--- config.mk ---
export PLATFORM = sky130hd
export DESIGN_NAME = quicksort_main
export DESIGN_NICKNAME = d
export VERILOG_FILES = /design/src/rtl/quicksort_main.sv
export SDC_FILE = /design/constraint.sdc
export NUM_CORES = 2
export LEC_CHECK = 0
export CORE_ASPECT_RATIO = 1.1
export CORE_UTILIZATION = 30
export DETAILED_ROUTE_END_ITERATION = 6
export DONT_BUFFER_PORTS = 1
export PLACE_DENSITY = 0.41
export REMOVE_ABC_BUFFERS = 1
export SYNTH_ARGS = -nofsm -noshare
export SYNTH_HDL_FRONTEND = slang
export SYNTH_SLANG_ARGS = --single-unit
--- constraint.sdc ---
create_clock -name clock -period 11.5 [get_ports clock]
set_input_delay 2.3 -clock clock [delete_from_list [all_inputs] [get_ports clock]]
set_output_delay 2.3 -clock clock [all_outputs]
set_load 0.01 [all_outputs]
--- src/rtl/quicksort_main.sv ---
// Sort accelerator: 13-entry signed byte array sorted in place by an iterative quicksort,
// exposed through a 2-channel byte slave port. Define QSORT_DESCEND_EN for descending order.
module quicksort_main #(
  parameter int MEM_var_28860_28869 = 32,
  parameter int MEM_var_29134_28866 = 32
) (
  input  logic        clock,
  input  logic        reset,
  input  logic        start_port,
  input  logic [1:0]  S_oe_ram,
  input  logic [1:0]  S_we_ram,
  input  logic [13:0] S_addr_ram,
  input  logic [15:0] S_Wdata_ram,
  input  logic [7:0]  S_data_ram_size,
  input  logic [15:0] M_Rdata_ram,
  input  logic [1:0]  M_DataRdy,
  output logic        done_port,
  output logic [15:0] Sout_Rdata_ram,
  output logic [1:0]  Sout_DataRdy,
  output logic [1:0]  Mout_oe_ram,
  output logic [1:0]  Mout_we_ram,
  output logic [13:0] Mout_addr_ram,
  output logic [15:0] Mout_Wdata_ram,
  output logic [7:0]  Mout_data_ram_size
);

  typedef enum logic [2:0] {
    S_IDLE, S_INIT, S_POP, S_PART, S_SWAP, S_PLACE, S_PUSH, S_FIN
  } state_t;

  localparam logic [6:0] ARR_BASE = 7'(MEM_var_28860_28869);
  localparam logic [6:0] ARR_LAST = 7'(MEM_var_28860_28869 + 12);
  localparam logic [6:0] ST_BASE  = 7'(MEM_var_29134_28866 + 16);
  localparam logic [6:0] ST_FLAG  = 7'(MEM_var_29134_28866 + 17);
  localparam logic [7:0] RST_ARR [13] = '{8'h05, 8'hFD, 8'h0C, 8'h00, 8'h07, 8'hF8, 8'h63,
                                          8'h01, 8'h01, 8'h80, 8'h7F, 8'h2A, 8'h06};

  state_t      state_q, state_d;
  logic [7:0]  arr_q [13];
  logic [7:0]  arr_d [13];
  logic [3:0]  stk_lo_q [16];
  logic [3:0]  stk_lo_d [16];
  logic [3:0]  stk_hi_q [16];
  logic [3:0]  stk_hi_d [16];
  logic [4:0]  sp_q, sp_d;
  logic [3:0]  lo_q, lo_d, hi_q, hi_d, i_q, i_d, j_q, j_d;
  logic [7:0]  pivot_q, pivot_d;
  logic [7:0]  swaps_q, swaps_d;
  logic        sorted_q, sorted_d;
  logic        done_q, done_d;
  logic [15:0] rdata_q, rdata_d;
  logic [1:0]  rdy_q, rdy_d;

  logic [6:0]  addr_s [2];
  logic [3:0]  off_s [2];
  logic [1:0]  arr_hit_s, st_hit_s;
  logic [3:0]  top_s;
  logic        less_s;
  logic        unused_s;

  function automatic logic [7:0] sat_inc(input logic [7:0] v);
    return (v == 8'hFF) ? v : v + 8'd1;
  endfunction

  assign addr_s[0] = S_addr_ram[6:0];
  assign addr_s[1] = S_addr_ram[13:7];
  assign off_s[0]  = 4'(addr_s[0] - ARR_BASE);
  assign off_s[1]  = 4'(addr_s[1] - ARR_BASE);
  assign arr_hit_s[0] = (addr_s[0] >= ARR_BASE) && (addr_s[0] <= ARR_LAST);
  assign arr_hit_s[1] = (addr_s[1] >= ARR_BASE) && (addr_s[1] <= ARR_LAST);
  assign st_hit_s[0]  = (addr_s[0] == ST_BASE) || (addr_s[0] == ST_FLAG);
  assign st_hit_s[1]  = (addr_s[1] == ST_BASE) || (addr_s[1] == ST_FLAG);
  assign top_s = sp_q[3:0] - 4'd1;
  assign unused_s = ^{S_data_ram_size, M_Rdata_ram, M_DataRdy};

`ifdef QSORT_DESCEND_EN
  assign less_s = $signed(arr_q[j_q]) > $signed(pivot_q);
`else
  assign less_s = $signed(arr_q[j_q]) < $signed(pivot_q);
`endif

  // Next-state logic for the sort engine and the slave port.
  always_comb begin
    state_d  = state_q;
    arr_d    = arr_q;
    stk_lo_d = stk_lo_q;
    stk_hi_d = stk_hi_q;
    sp_d     = sp_q;
    lo_d     = lo_q;
    hi_d     = hi_q;
    i_d      = i_q;
    j_d      = j_q;
    pivot_d  = pivot_q;
    swaps_d  = swaps_q;
    sorted_d = sorted_q;
    done_d   = 1'b0;
    rdata_d  = 16'h0000;
    rdy_d    = 2'b00;

    case (state_q)
      S_IDLE: begin
        if (start_port) begin
          state_d = S_INIT;
        end else begin
          state_d = S_IDLE;
        end
      end
      S_INIT: begin
        stk_lo_d[0] = 4'd0;
        stk_hi_d[0] = 4'd12;
        sp_d        = 5'd1;
        swaps_d     = 8'd0;
        state_d     = S_POP;
      end
      S_POP: begin
        if (sp_q == 5'd0) begin
          state_d = S_FIN;
        end else begin
          sp_d = sp_q - 5'd1;
          lo_d = stk_lo_q[top_s];
          hi_d = stk_hi_q[top_s];
          if (stk_lo_q[top_s] >= stk_hi_q[top_s]) begin
            state_d = S_POP;
          end else begin
            pivot_d = arr_q[stk_hi_q[top_s]];
            i_d     = stk_lo_q[top_s];
            j_d     = stk_lo_q[top_s];
            state_d = S_PART;
          end
        end
      end
      S_PART: begin
        if (less_s) begin
          state_d = S_SWAP;
        end else begin
          j_d     = j_q + 4'd1;
          state_d = (j_q + 4'd1 == hi_q) ? S_PLACE : S_PART;
        end
      end
      S_SWAP: begin
        arr_d[i_q] = arr_q[j_q];
        arr_d[j_q] = arr_q[i_q];
        if (i_q != j_q) begin
          swaps_d = sat_inc(swaps_q);
        end else begin
          swaps_d = swaps_q;
        end
        i_d     = i_q + 4'd1;
        j_d     = j_q + 4'd1;
        state_d = (j_q + 4'd1 == hi_q) ? S_PLACE : S_PART;
      end
      S_PLACE: begin
        arr_d[i_q]  = arr_q[hi_q];
        arr_d[hi_q] = arr_q[i_q];
        if (i_q != hi_q) begin
          swaps_d = sat_inc(swaps_q);
        end else begin
          swaps_d = swaps_q;
        end
        state_d = S_PUSH;
      end
      S_PUSH: begin
        // i==lo would underflow i-1; (lo,lo) is an equally empty range
        if (sp_q < 5'd16) begin
          stk_lo_d[sp_q[3:0]] = lo_q;
          stk_hi_d[sp_q[3:0]] = (i_q == lo_q) ? lo_q : i_q - 4'd1;
          if (sp_q < 5'd15) begin
            stk_lo_d[sp_q[3:0] + 4'd1] = i_q + 4'd1;
            stk_hi_d[sp_q[3:0] + 4'd1] = hi_q;
            sp_d = sp_q + 5'd2;
          end else begin
            sp_d = 5'd16;
          end
        end else begin
          sp_d = sp_q;
        end
        state_d = S_POP;
      end
      S_FIN: begin
        sorted_d = 1'b1;
        done_d   = 1'b1;
        state_d  = S_IDLE;
      end
      default: begin
        state_d = S_IDLE;
      end
    endcase

    // Channel 1 is processed last so it wins a same-byte write collision.
    for (int c = 0; c < 2; c++) begin
      if (S_oe_ram[c]) begin
        if (arr_hit_s[c]) begin
          rdata_d[c*8 +: 8] = arr_q[off_s[c]];
          rdy_d[c]          = 1'b1;
        end else if (st_hit_s[c]) begin
          rdata_d[c*8 +: 8] = (addr_s[c] == ST_BASE) ? swaps_q : {7'd0, sorted_q};
          rdy_d[c]          = 1'b1;
        end else begin
          rdy_d[c] = 1'b0;
        end
      end else if (S_we_ram[c]) begin
        rdy_d[c] = arr_hit_s[c] | st_hit_s[c];
        if (arr_hit_s[c] && (state_q == S_IDLE)) begin
          arr_d[off_s[c]] = S_Wdata_ram[c*8 +: 8];
        end else begin
          rdy_d[c] = arr_hit_s[c] | st_hit_s[c];
        end
      end else begin
        rdy_d[c] = 1'b0;
      end
    end
  end

  // State and output registers.
  always_ff @(posedge clock or posedge reset) begin
    if (reset) begin
      state_q  <= S_IDLE;
      for (int k = 0; k < 13; k++) arr_q[k] <= RST_ARR[k];
      for (int k = 0; k < 16; k++) begin
        stk_lo_q[k] <= 4'd0;
        stk_hi_q[k] <= 4'd0;
      end
      sp_q     <= 5'd0;
      lo_q     <= 4'd0;
      hi_q     <= 4'd0;
      i_q      <= 4'd0;
      j_q      <= 4'd0;
      pivot_q  <= 8'd0;
      swaps_q  <= 8'd0;
      sorted_q <= 1'b0;
      done_q   <= 1'b0;
      rdata_q  <= 16'h0000;
      rdy_q    <= 2'b00;
    end else begin
      state_q  <= state_d;
      arr_q    <= arr_d;
      stk_lo_q <= stk_lo_d;
      stk_hi_q <= stk_hi_d;
      sp_q     <= sp_d;
      lo_q     <= lo_d;
      hi_q     <= hi_d;
      i_q      <= i_d;
      j_q      <= j_d;
      pivot_q  <= pivot_d;
      swaps_q  <= swaps_d;
      sorted_q <= sorted_d;
      done_q   <= done_d;
      rdata_q  <= rdata_d;
      rdy_q    <= rdy_d;
    end
  end

  assign done_port          = done_q;
  assign Sout_Rdata_ram     = rdata_q;
  assign Sout_DataRdy       = rdy_q;
  assign Mout_oe_ram        = 2'b00;
  assign Mout_we_ram        = 2'b00;
  assign Mout_addr_ram      = 14'd0;
  assign Mout_Wdata_ram     = 16'h0000;
  assign Mout_data_ram_size = 8'd0;

endmodule

* Word-level counts from Yosys, hierarchy flattened
Index checks and enable logic that the tools add are counted.
Word-level totals: bits of input ports 63, output and inout bits 61, flip-flop bits (word level) 292, word-level logic and storage cells 253
Cells by class: order comparisons 24, equality and inequality tests 22, muxes and demuxes 98, add/sub/neg operators 10, reductions and logical operators 29, bitwise logic cells 13
Operators by type and width (number):
- $bwmux W104 | 6
- $mux W104 | 6
- $bwmux W64 | 4
- $mux W64 | 4
- $mux W8 | 28
- $pmux W104 S2 | 1
- $bmux W8 S4 | 6
- $demux W8 S4 | 5
- $ge A5 B5 Y1 const B | 9
- $not A4 Y5 | 9
- $mux W4 | 10
- $lt A5 B1 Y1 const B | 7
- $bmux W4 S4 | 2
- $demux W4 S4 | 2
- $eq A7 B6 Y1 const B | 4
- $pmux W4 S2 | 3
- $pmux W8 S3 | 1
- $pmux W3 S7 | 1
- $sub A4 B1 Y4 const B | 4
- $mux W5 | 3
- $pmux W5 S3 | 1
- $ge A7 B6 Y1 const B | 2
- $le A7 B6 Y1 const B | 2
- $add A4 B1 Y4 const B | 3
- 29 further kinds | 73

* Depth between registers and ports, before layout
depth after elaboration 16, gate-level depth with buffers 19, gate-level depth less buffers 15

* Worst setup path before layout
No wires, ideal clock.
path type reg2reg, from register sp_q[0], to register pivot_q[0], period minus slack after synthesis 4.672 ns, arrival time 4.539 ns, stages on the path, launching flop included 17, slack 6.828 ns, library setup time 0.132 ns, data required time 11.368 ns, buffers on the path 4, cell sequence dfrtp_1 buf_2 inv_1 ha_1 buf_2 buf_1 buf_1 mux4_2 mux4_2 inv_1 ha_1 o21ai_0 a21oi_1 or3_1 nor4_1 a22o_1 nor4_1
On the way: word-level cells in the longest chain between the ends 9, elaborated cells between the ends (all ways) 17, classes of those cells add/sub (1); order compare (1); mux (9); bitwise (4); reduce/logical (2)
Ends and longest elaborated chain:
- start: declaration | line 45 | logic [4:0] sp_q, sp_d;
- start signal: assignment | line 239 | sp_q <= sp_d;
- $sub A4 B1 Y4 | line 73 | assign top_s = sp_q[3:0] - 4'd1;
- $not A4 Y5 (implied by the code) | line 122, 125
- $bmux W4 S4 | line 122, 125
- $mux W4 (implied by the code) (2 in a row) | line 122, 125
- $not A4 Y5 (implied by the code) | line 125 | pivot_d = arr_q[stk_hi_q[top_s]];
- $bmux W8 S4 | line 125
- $mux W8 (implied by the code) (2 in a row) | line 125
- end signal: assignment | line 244 | pivot_q <= pivot_d;
- end: declaration | line 47 | logic [7:0] pivot_q, pivot_d;
Parallel ways exist; a longest one is shown, timed or not. The select of a mux whose other input is x is not followed. A chain may end at the register's enable or synchronous reset.

* Final worst setup path
from register sp_q[0], to register pivot_q[3]
The elaborated chain is that of the path after synthesis.

==> results.cfg <==
[sta]
fin_skew_ns = 0.06542
final-hold-violation-count = 0
whs_ns = 0.4800
layout_worst_path_cycle_share = 0.6466
fin_tns_setup_ns = 0
post-route-min-period_ns = 7.436
drv_slew = 0
tightest_slew_ns = 1.447
rsz0062_at_grt = false
maxSlewHeadroom = 0.03538
fmax_mhz = 134.5
layout_setup_ws_ns = 4.064
setup_violations = 0

[clock_tree]
cts_tree = yes
clkTransAtPathRegs_ns = 0.06
cts.sinks = 292
post_cts_buffers = 0
ctsLongestPathBuffers = 3
cts_resized = 0
clock_latency_ns = 0.63
clockRootBuffer = clkbuf_16
cts_made_buffers = 41
htreeDepth = 2
ctsHoldBuffers = 0

[synth]
synth_edf_count = 0
syn_area_um2 = 24860
avgSynthCellArea_um2 = 8.869
ys_seq_area_frac = 0.2958
ys_ff_latch = 292
synth_cell_types = 74
synth_cells = 2803
synth_top_flop_cell = dfrtp_1
ys.warnings.count = 0
synthArstFlopShare = 1.000

[setup_path]
cp_top_family = simple AND/OR/NAND/NOR gates
slowest_delay_ns = 1.14
crit_chain = buf_4, inv_1, ha_1, buf_4, mux4_2, nor3b_2, or4_2, inv_2, ha_1, o21ai_0, a21oi_1, or3_1, nor4_1, clkbuf_2, and3_1, nor4_1
worstSetupPathType = register to register
critPathCaptureType = register
crit_buf_inv = 5
crit_path_start_kind = register
arrival_ns = 7.89
cp_max_fo = 37
crit_slowest_cell = or4_2
required_ns = 11.95

[pwr]
power_mw = 7.833
p_per_area_nw_per_um2 = 289.0
leakage_nw = 9.733
peakVddDrop_uv = 164.3

[floorplan]
die_h_um = 303.9
start_util = 0.3036
pin_count = 124
num_rows = 110
core_area_um2 = 81890
die_w_um = 276.5
die_area_um2 = 84020

[placement]
dpl_cell_area_um2 = 25770
io_buffers = 0
dp_hpwl_mm = 85.74
place_inst = 3677
gp_congestion = 0.9847
place_ws_ns = 3.661

[route]
avgViaCountPerCell = 6.673
drt_iter0_drc = 3024
drc_errors = 0
first_pass_iters = 6
avgRoutedWirePerCell_um = 34.75
final_antenna_net_count = 0
wl_mm = 130.5
dr_total_vias = 25060

[finish]
drive_gt1_frac = 0.1613
stdcell_count = 3755
finish.instance_area_um2 = 27100
nets = 2749
utilization = 0.3310
syn_to_final_growth_pct = 9.024

[grt]
first_global_vias = 24190
antenna_found_initial = 4
grt_remaining_overflow = 0
grt_pass1_wl_mm = 185.1
grt_max_degree = 151
track_usage = 0.3035

[hold_path]
holdCritPathClass = register to register

[run]
cap_violations = 0

[outcome]
status = completed
## logic make-up after synthesis
group / after synthesis / share of synthesized area
AO/OA/AOI/OAI: 1031 / 0.2854
XOR/XNOR: 34 / 0.01258
adder cells (fa/ha/maj): 29 / 0.01460
buffers and inverters: 362 / 0.06427
flip-flops: 292 / 0.2958
multiplexers: 249 / 0.1818
other: 1 / 0.0001508
AND/OR/NAND/NOR: 805 / 0.1454
## where the power goes
part | internal, mW | switching [mW]
logic | 1.63 | 2.98
clock network | 0.727 | 0.578
registers | 1.39 | 0.534
## layer usage
layer | wire (um) | up-vias | track usage | part of all wire
met2 | 57400 | 1511 | 0.4605 | 0.44
met1 | 51680 | 12630 | 0.3865 | 0.40
met5 | 13 | - | 0 | 0.00010
met4 | 9658 | 2 | 0.2001 | 0.074
met3 | 11750 | 419 | 0.06879 | 0.090
li1 | - | 10500 | - | -
## worst min-delay path: stages (launching register included)
cell     delay [ns]
dfrtp_1        0.34
nand2_1        0.05
o21ai_0        0.06
## flip-flops by register name (all words and copies together) (netlist names)
name,cells
arr_q,104
stk_hi_q,64
stk_lo_q,64
Sout_Rdata_ram,16
pivot_q,8
swaps_q,8
sp_q,5
hi_q,4
i_q,4
j_q,4
lo_q,4
state_q,3
Sout_DataRdy,2
done_port,1
sorted_q,1
## cell usage after synthesis, drive strengths merged (12+ instances only)
master,number,area [um2]
nand2,265,994.7
clkbuf,208,787.0
xor2,17,148.9
o311ai,14,122.6
o32ai,86,753.2
a221o,83,830.8
a21o,15,112.6
dfstp,38,998.5
ha,29,362.9
buf,116,668.1
o21ai,194,970.9
and2,22,137.6
nand2b,20,125.1
a22o,15,131.4
a21oi,176,880.8
a211oi,233,1749
o31ai,24,180.2
mux2i,51,510.5
nor2b,53,331.6
nor3,18,90.09
a22oi,40,300.3
o22ai,98,613.1
mux4,156,3513
and3,17,106.4
xnor2,17,163.9
nor4,12,75.07
nand3,45,225.2
inv,37,138.9
nor2,302,1149
dfrtp,254,6356
mux2,42,495.5
a221oi,18,157.7
## layout make-up
type / instances / area, um2
Antenna cell: 7 / 17.52
Clock buffer: 59 / 1154
Clock inverter: 11 / 157.7
Fill cell: 8426 / 54790
Inverter: 38 / 150.1
Multi-Input combinational cell: 2190 / 16220
Sequential cell: 292 / 7361
Tap cell: 1064 / 1331
Timing Repair Buffer: 94 / 715.7
## worst paths after layout
kind / startpoint / endpoint / slack [ns] / cells past startpoint
min: stk_lo_q[55]$_DFFE_PP0P_ / stk_lo_q[55]$_DFFE_PP0P_ / 0.48 / 2
max in group asynchronous: reset / hi_q[1]$_DFFE_PP0P_ / 8.46 / 2
max reg2reg: sp_q[0]$_DFFE_PP0P_ / pivot_q[3]$_DFFE_PP0P_ / 4.06 / 16
max: sp_q[0]$_DFFE_PP0P_ / pivot_q[3]$_DFFE_PP0P_ / 4.06 / 16
min reg2reg: stk_lo_q[55]$_DFFE_PP0P_ / stk_lo_q[55]$_DFFE_PP0P_ / 0.48 / 2
min in group asynchronous: reset / arr_q[71]$_DFF_PP0_ / 1.66 / 1
## layout by cell type (no fill, tap or decap), types with 11 or more instances in the layout
cell type | netlist | layout
o22ai_1 | 98 | 98
o21ai_0 | 185 | 177
dfstp_2 | 38 | 38
a22oi_1 | 40 | 40
clkbuf_16 | 0 | 41
o311ai_0 | 14 | 14
buf_4 | 45 | 92
xor2_1 | 17 | 17
o31ai_1 | 24 | 24
nor2b_1 | 53 | 52
clkbuf_1 | 203 | 12
nand2_1 | 265 | 265
a221oi_1 | 18 | 11
mux2i_1 | 51 | 50
a21o_1 | 15 | 15
a211oi_1 | 233 | 233
ha_1 | 29 | 29
nor2_1 | 300 | 299
nand2b_1 | 20 | 19
and2_1 | 21 | 21
mux2_2 | 28 | 28
o32ai_1 | 86 | 86
xnor2_1 | 15 | 14
nor4_1 | 12 | 12
dfrtp_1 | 254 | 249
conb_1 | 1 | 42
a22o_1 | 15 | 15
mux4_2 | 156 | 156
nor3_1 | 18 | 14
inv_1 | 36 | 35
and3_1 | 17 | 17
a221o_1 | 83 | 83
nand3_1 | 45 | 45
a21oi_1 | 176 | 169
Power figures use the tool's default switching activity.
